[src/rtl/voting_round_ctrl.sv]
// Voting round controller: round-robin ballot intake, yes/no tally and majority decision.
// Optional forced close after TIMEOUT_CYCLES collect cycles when VOTE_TIMEOUT_EN is defined.
module voting_round_ctrl #(
  parameter int unsigned NUM_VOTERS     = 15,
  parameter int unsigned CNT_W          = 4,
  parameter int unsigned TIMEOUT_CYCLES = 64
) (
  input  logic                  clk,
  input  logic                  rst,
  input  logic                  start_i,
  input  logic                  close_i,
  input  logic                  tie_break_i,
  input  logic [NUM_VOTERS-1:0] vote_valid_i,
  input  logic [NUM_VOTERS-1:0] vote_bit_i,
  output logic [NUM_VOTERS-1:0] vote_ready_o,
  output logic                  busy_o,
  output logic                  result_valid_o,
  output logic                  result_o,
  output logic [CNT_W-1:0]      yes_count_o,
  output logic [CNT_W-1:0]      no_count_o
);

  localparam int unsigned IdxW = (NUM_VOTERS > 1) ? $clog2(NUM_VOTERS) : 1;

  typedef enum logic [1:0] {
    StIdle,
    StCollect,
    StDecide
  } state_e;

  state_e                  state_q;
  logic [NUM_VOTERS-1:0]   voted_q;
  logic [IdxW-1:0]         rr_q;
  logic [CNT_W-1:0]        yes_q;
  logic [CNT_W-1:0]        no_q;
  logic                    result_q;
  logic                    result_valid_q;

  logic [NUM_VOTERS-1:0]   eligible;
  logic [NUM_VOTERS-1:0]   grant_oh;
  logic [IdxW-1:0]         grant_idx;
  logic                    grant_found;
  logic                    all_voted;
  logic                    timeout_hit;
  logic                    close_round;
  logic [IdxW-1:0]         rr_d;

  assign eligible = vote_valid_i & ~voted_q & {NUM_VOTERS{state_q == StCollect}};

  // First pass searches [rr_q, N-1]; second pass wraps to the lowest eligible index.
  always_comb begin
    grant_found = 1'b0;
    grant_idx   = '0;
    for (int i = int'(NUM_VOTERS) - 1; i >= 0; i--) begin
      if (eligible[i] && (i >= int'(rr_q))) begin
        grant_found = 1'b1;
        grant_idx   = IdxW'(i);
      end
    end
    if (!grant_found) begin
      for (int i = int'(NUM_VOTERS) - 1; i >= 0; i--) begin
        if (eligible[i]) begin
          grant_found = 1'b1;
          grant_idx   = IdxW'(i);
        end
      end
    end
  end

  always_comb begin
    grant_oh = '0;
    if (grant_found) begin
      grant_oh[grant_idx] = 1'b1;
    end
  end

  assign rr_d      = (grant_idx == IdxW'(NUM_VOTERS - 1)) ? '0 : grant_idx + IdxW'(1);
  assign all_voted = &(voted_q | grant_oh);

`ifdef VOTE_TIMEOUT_EN
  localparam int unsigned TmrW = (TIMEOUT_CYCLES > 1) ? $clog2(TIMEOUT_CYCLES) : 1;

  logic [TmrW-1:0] tmr_q;

  always_ff @(posedge clk or posedge rst) begin
    if (rst) begin
      tmr_q <= '0;
    end else if (state_q == StIdle && start_i) begin
      tmr_q <= '0;
    end else if (state_q == StCollect) begin
      tmr_q <= tmr_q + TmrW'(1);
    end
  end

  assign timeout_hit = (tmr_q == TmrW'(TIMEOUT_CYCLES - 1));
`else
  logic unused_timeout;
  assign unused_timeout = ^TIMEOUT_CYCLES;
  assign timeout_hit    = 1'b0;
`endif

  assign close_round = all_voted | close_i | timeout_hit;

  always_ff @(posedge clk or posedge rst) begin
    if (rst) begin
      state_q        <= StIdle;
      voted_q        <= '0;
      rr_q           <= '0;
      yes_q          <= '0;
      no_q           <= '0;
      result_q       <= 1'b0;
      result_valid_q <= 1'b0;
    end else begin
      result_valid_q <= 1'b0;
      unique case (state_q)
        StIdle: begin
          if (start_i) begin
            state_q  <= StCollect;
            voted_q  <= '0;
            rr_q     <= '0;
            yes_q    <= '0;
            no_q     <= '0;
            result_q <= 1'b0;
          end
        end
        StCollect: begin
          if (grant_found) begin
            voted_q <= voted_q | grant_oh;
            rr_q    <= rr_d;
            if (vote_bit_i[grant_idx]) begin
              yes_q <= yes_q + CNT_W'(1);
            end else begin
              no_q <= no_q + CNT_W'(1);
            end
          end
          if (close_round) begin
            state_q <= StDecide;
          end
        end
        StDecide: begin
          result_q       <= (yes_q > no_q) | ((yes_q == no_q) & tie_break_i);
          result_valid_q <= 1'b1;
          state_q        <= StIdle;
        end
        default: state_q <= StIdle;
      endcase
    end
  end

  assign vote_ready_o   = grant_oh;
  assign busy_o         = (state_q != StIdle);
  assign result_valid_o = result_valid_q;
  assign result_o       = result_q;
  assign yes_count_o    = yes_q;
  assign no_count_o     = no_q;

  a_grant_onehot0: assert property (@(posedge clk) disable iff (rst) $onehot0(vote_ready_o));
  a_tally_bound: assert property (@(posedge clk) disable iff (rst)
    ({1'b0, yes_q} + {1'b0, no_q}) <= (CNT_W + 1)'(NUM_VOTERS));

endmodule

[config.mk]
export PLATFORM = sky130hd
export DESIGN_NAME = voting_round_ctrl
export DESIGN_NICKNAME = d
export VERILOG_FILES = /design/src/rtl/voting_round_ctrl.sv
export SDC_FILE = /design/constraint.sdc
export NUM_CORES = 1
export LEC_CHECK = 0
export CORE_MARGIN = 3
export CORE_UTILIZATION = 46
export CTS_CLUSTER_DIAMETER = 30
export CTS_CLUSTER_SIZE = 25
export DETAILED_ROUTE_END_ITERATION = 12
export PLACE_DENSITY = 0.77
export REMOVE_ABC_BUFFERS = 1
export SYNTH_ARGS = -nofsm -noshare
export SYNTH_HDL_FRONTEND = slang
export SYNTH_SLANG_ARGS = --single-unit
[constraint.sdc]
create_clock -name clk -period 3.17 [get_ports clk]
set_clock_uncertainty 0.2 [all_clocks]
set_input_delay 0.634 -clock clk [delete_from_list [all_inputs] [get_ports clk]]
set_output_delay 0.634 -clock clk [all_outputs]
set_load 0.05 [all_outputs]
==> summary.txt, run 1 <==
Placement
  – Port bufs: 60
  – Worst slack, placed: -1298 ps
  – Final HPWL DP: roughly 9000 microns
  – Routability cong.: roughly 1.1

Synthesis
  – Synth Flop Type: dfrtp_1
  – Post-Synth XOR/XNOR Area: 0.003325
  – Post-synthesis adder-cell area fraction: 0.02850
  – Yosys cell types: 72
  – Dominant cells by area after synthesis: dfrtp_1 29%, nor2_1 6.3%, a21oi_1 3.6%, nand2b_1 3.6%, nand2_1 3.1%
  – Post-synthesis compound-gate area fraction: 0.2998
  – Largest family of logic cells by synthesized area: simple AND/OR/NAND/NOR gates
  – Sequential element share of the synthesized area: 0.2945
  – YS warnings: 0
  – Multiplexer area fraction after synthesis: 0.004276
  – Post-Syn Instances: 331
  – Synth Register Bits: 31
  – Post-Syn Area: 2634 sq um
  – Ys async rst share: 1.000
  – Number of synthesized flops with an enable pin: 0
  – Simple-gate share of the synthesized area: 0.3287
  – Syn_area_per_cell: just under 8 sq um
  – Cell taking the most area after synthesis: dfrtp_1
  – Share of the synthesized area in the top cell type: 0.2945

Clock network
  – Max Buffers Root-to-Sink: 2
  – Clk sink count: 31
  – H-tree Lvls: 2
  – CTS root buf: clkbuf_8
  – CTS buffer count: 5

GRT
  – Largest net degree at the start of global routing: 32

Run status
  – Exit stage: global routing
  – Status: aborted with a tool error
  – Stop Error: [ERROR DPL-0038] Utilization greater than 100%, impossible to legalize

Floorplan
  – Row cnt: 26
  – Initial Utilization: 0.4937
  – I/O Pins: 61
  – Die height: roughly 82 microns
  – Die Wd: roughly 80 microns

STA
  – Worst EP post-GRT repair: vote_ready_o[9]
  – Worst EP kind: top-level output
-- cells in the mapped netlist, drive strengths merged, types with 2 or more instances --
| cell | number |
|---|---|
| nand4 | 5 |
| a22oi | 4 |
| a41oi | 2 |
| a211oi | 3 |
| and3 | 2 |
| buf | 6 |
| or4bb | 4 |
| a41o | 2 |
| o31ai | 2 |
| a311oi | 5 |
| or2 | 2 |
| clkbuf | 6 |
| dfrtp | 31 |
| a21o | 4 |
| and2 | 4 |
| nand4b | 4 |
| nand2b | 15 |
| nor3 | 18 |
| nand3 | 11 |
| o21ai | 21 |
| a2111oi | 3 |
| or3b | 2 |
| nor2 | 45 |
| o21bai | 2 |
| a21boi | 3 |
| a21oi | 19 |
| nor4 | 2 |
| a22o | 3 |
| a31oi | 4 |
| nand2 | 22 |
| a32oi | 3 |
| ha | 6 |
| o41ai | 2 |
| inv | 13 |
| o22a | 2 |
| o22ai | 4 |
| o311ai | 2 |
| o211ai | 6 |
| nor2b | 12 |
| or4 | 3 |
| a221oi | 3 |
-- kinds of logic after synthesis --
logic type      Yosys count
flops                    31
xor+xnor                  1
fa+ha+maj                 6
mux                       1
simple gates            157
compound gates          110
buf+inv                  25
-- through the flow --
step | hold WS (ps) | cell area, sq um | cells
2_1_floorplan | 279.7 | 2575 | 319
3_3_place_gp | 284.5 | 4262 | 562
3_5_place_dp | 303.4 | 4262 | 562
4_1_cts | 320.1 | 5119 | 589
-- timing repair --
item,in CTS
setup endpoints to repair,44
hold buffers,0
buffers inserted,19
pin swaps,51
cloned,1
resized for setup,142
==> run 2: changes to the inputs <==
Settings changed: CORE_UTILIZATION 46 to 40, CTS_CLUSTER_DIAMETER 30 to unset, CTS_CLUSTER_SIZE 25 to unset, PLACE_DENSITY 0.77 to unset, PLACE_DENSITY_LB_ADDON set to 0.15.
Clock period 3.17 ns to 4.1 ns, I/O delays scaled along.
==> summary.txt, run 2 <==
Run status
  – Status: finished with violations (was aborted with a tool error)
  – Failing checks: negative setup slack

Drt
  – Initial DRC count: between 200 and 300
  – DR vias/cell: 6.244
  – Routed WL per cell: around 22 microns
  – Post-Route WL: between 10,000 and 15,000 microns
  – Drt first pass iters: 6
  – Via count: around 3,600
  – Number of routed nets with antenna violations: 0
  – DRC: 0

GRT
  – Gr usage total: 0.3174
  – Vias in the first global route: roughly 3,600
  – Largest net degree at the start of global routing: 24
  – First-pass GRT wire length: 18,620 microns
  – Antenna violations before repair: 0
  – Grt total ovfl: 0

Job
  – Max-cap violations: 0

Floorplan
  – I/O Pins: 61 (unchanged)
  – Row cnt: 28 (was 26)
  – Initial Utilization: 0.4296 (was 0.4937)
  – Core ar.: around 6100 sq um
  – DIE AREA: about 7600 sq um
  – Die height: 87.15 microns (was 81.67 microns)
  – Die Wd: 87.15 microns (was 81.67 microns)

Clock network
  – Max Buffers Root-to-Sink: 2 (unchanged)
  – Hold Buf Count CTS: 0 (unchanged)
  – Clk sink count: 31 (unchanged)
  – CTS buffer count: 5 (unchanged)
  – H-tree Lvls: 2 (unchanged)
  – CTS tree: yes
  – Worst skew pair latency: just under 300 ps
  – Clock slew at reported path FFs: 70 ps
  – CTS root buf: clkbuf_8 (unchanged)

Finish
  – Share of cells above drive strength 1: 0.4498
  – Most common cell after layout, fill and taps aside: buf_4
  – Fillers: approximately 370
  – P&R area growth vs syn: 89.22%
  – Most frequent cells in the layout: 97 x buf_4, 43 x nor2_1, 30 x clkdlybuf4s50_1
  – Top reg by flops: voted_q
  – Layout Nets: ~540
  – Final Non-Filler Cells: 573
  – Diode count: 0
  – Max FFs per register: 15

Critical path
  – Crit Path Class: primary input to primary output
  – Cell Chain, Critical Path: dlygate4sd2_1 > nand2b_1 > o21ai_2 > buf_4 > buf_4 > a222oi_1 > o211ai_1 > o22a_1 > buf_4 > and2_4 > nor3_2 > buf_4 > buf_12
  – Setup crit end kind: primary output
  – Slowest-stage cell, CP: a222oi_1
  – Crit-path most repeated cell: buf_4
  – Worst-path fanout max: 4
  – Data arrival, critical path: between 3000 and 4000 ps
  – Max incr delay on CP: 270 ps
  – Startpoint Class: primary input
  – WP data required: about 3000 ps

Placement
  – Routability cong.: 0.9727 (was 1.101)
  – DP Cell Count: 529 (was 562)
  – Final HPWL DP: 7860 microns (was 8925 microns)
  – Port bufs: 60 (unchanged)
  – Worst slack, placed: -488.6 ps (was -1298 ps)

Synthesis
  – Synth Register Bits: 31 (unchanged)
  – Cell taking the most area after synthesis: dfrtp_1 (unchanged)
  – Sequential element share of the synthesized area: 0.2945 (unchanged)
  – Ys async rst share: 1.000 (unchanged)
  – Synth Flop Type: dfrtp_1 (unchanged)
  – Post-Syn Instances: 331 (unchanged)
  – YS warnings: 0 (unchanged)
  – Most common cell in the netlist: nor2_1 (unchanged)
  – Syn_area_per_cell: 7.957 sq um (unchanged)
  – Post-Syn Area: 2634 sq um (unchanged)
  – Number of synthesized flops with an enable pin: 0 (unchanged)
  – Most frequent cells after synthesis: 44 x nor2_1, 31 x dfrtp_1, 22 x nand2_1 (unchanged)
  – Dominant cells by area after synthesis: dfrtp_1 29%, nor2_1 6.3%, a21oi_1 3.6%, nand2b_1 3.6%, nand2_1 3.1% (unchanged)
  – Yosys cell types: 72 (unchanged)
  – Share of the synthesized area in the top cell type: 0.2945 (unchanged)

STA
  – Relative slew margins: 0.4031
  – Slack of the critical path: -42.56 ps
  – Min Hold Slack: roughly 320 ps
  – Slew @ Worst Pin: 894.3 ps
  – Unrepaired setup endpoints after global routing: yes
  – Maximum clock rate: roughly 240 MHz
  – Period utilisation layout: 1.010
  – Endpoints failing setup: 2
  – Final Max Tran Viols: 0
  – Final hold violations: 0
  – Final min period: around 4100 ps

Worst hold path
  – Worst hold path class: flip-flop to flip-flop
-- run 2: cell counts after synthesis --
Identical to the previous run, type by type.
-- run 2: per-layer routing --
layer / wire, microns / global-route usage / up-vias
met5: 0 / 0 / -
met2: 5999 / 0.5321 / 189
li1: - / - / 1600
met3: 811 / 0.04920 / 60
met4: 592 / 0.1367 / 0
met1: 4958 / 0.4035 / 1729
-- run 2: what timing repair did --
action	4_1_cts	5_1_grt
endpoints found under the setup margin	25	22
gates cloned	1	0
gates resized for setup	106	47
pin swaps	40	33
setup buffers	29	6
-- run 2: layout make-up --
type,count,area [sq um],share of cell area
inverters,13,48.80,0.009792
well taps,75,93.84,0.01883
multi-input cells,276,2326,0.4667
repair buffers,170,1602,0.3214
flip-flops and latches,31,780.7,0.1567
clock buffers,6,72.57,0.01456
clock inverters,2,60.06,0.01205
-- run 2: worst paths after layout --
check / startpoint / endpoint / slack (ps) / cells past startpoint
min: result_o$_DFFE_PP0P_ / result_o$_DFFE_PP0P_ / 320 / 2
max in group asynchronous: rst / voted_q[4]$_DFFE_PP0P_ / 2200 / 3
min reg2reg: result_o$_DFFE_PP0P_ / result_o$_DFFE_PP0P_ / 320 / 2
max: vote_valid_i[10] / vote_ready_o[1] / -40 / 13
max reg2reg: rr_q[2]$_DFFE_PP0P_ / no_count_o[3]$_DFFE_PP0P_ / 130 / 14
min in group asynchronous: rst / voted_q[14]$_DFFE_PP0P_ / 820 / 2
-- run 2: stage by stage --
| step | utilization | setup TNS [ps] | area, sq um |
|---|---|---|---|
| final | 0.8129 | -58.84 | 4984 |
| after global routing | 0.8129 | -432.6 | 4984 |
| after CTS | 0.7800 | 0 | 4782 |
| after detailed placement | 0.6516 | -10810 | 3995 |
| after global placement | 0.6516 | -10220 | 3995 |
| after floorplan | - | -5957 | 2575 |
-- run 2: cell families (layout without fill, tap and decap cells) --
family,after synthesis,count (layout),share of synthesized area
AND/OR/NAND/NOR,157,158,0.3287
AO/OA/AOI/OAI,110,110,0.2998
flip-flops,31,31,0.2945
buffers and inverters,25,191,0.04085
adder cells (fa/ha/maj),6,6,0.02850
XOR/XNOR,1,1,0.003326
multiplexers,1,1,0.004275
-- run 2: critical path: cells and delay by family --
kind / cells / cell delay [ps]
buffers and inverters: 6 / 1010
and+or+nand+nor: 3 / 520
AOI/OAI and AO/OA: 4 / 750
Power of run 2 is left out: the tool's default activity adds up to more than one toggle a clock period on the data nets, which glitch-free logic cannot reach.
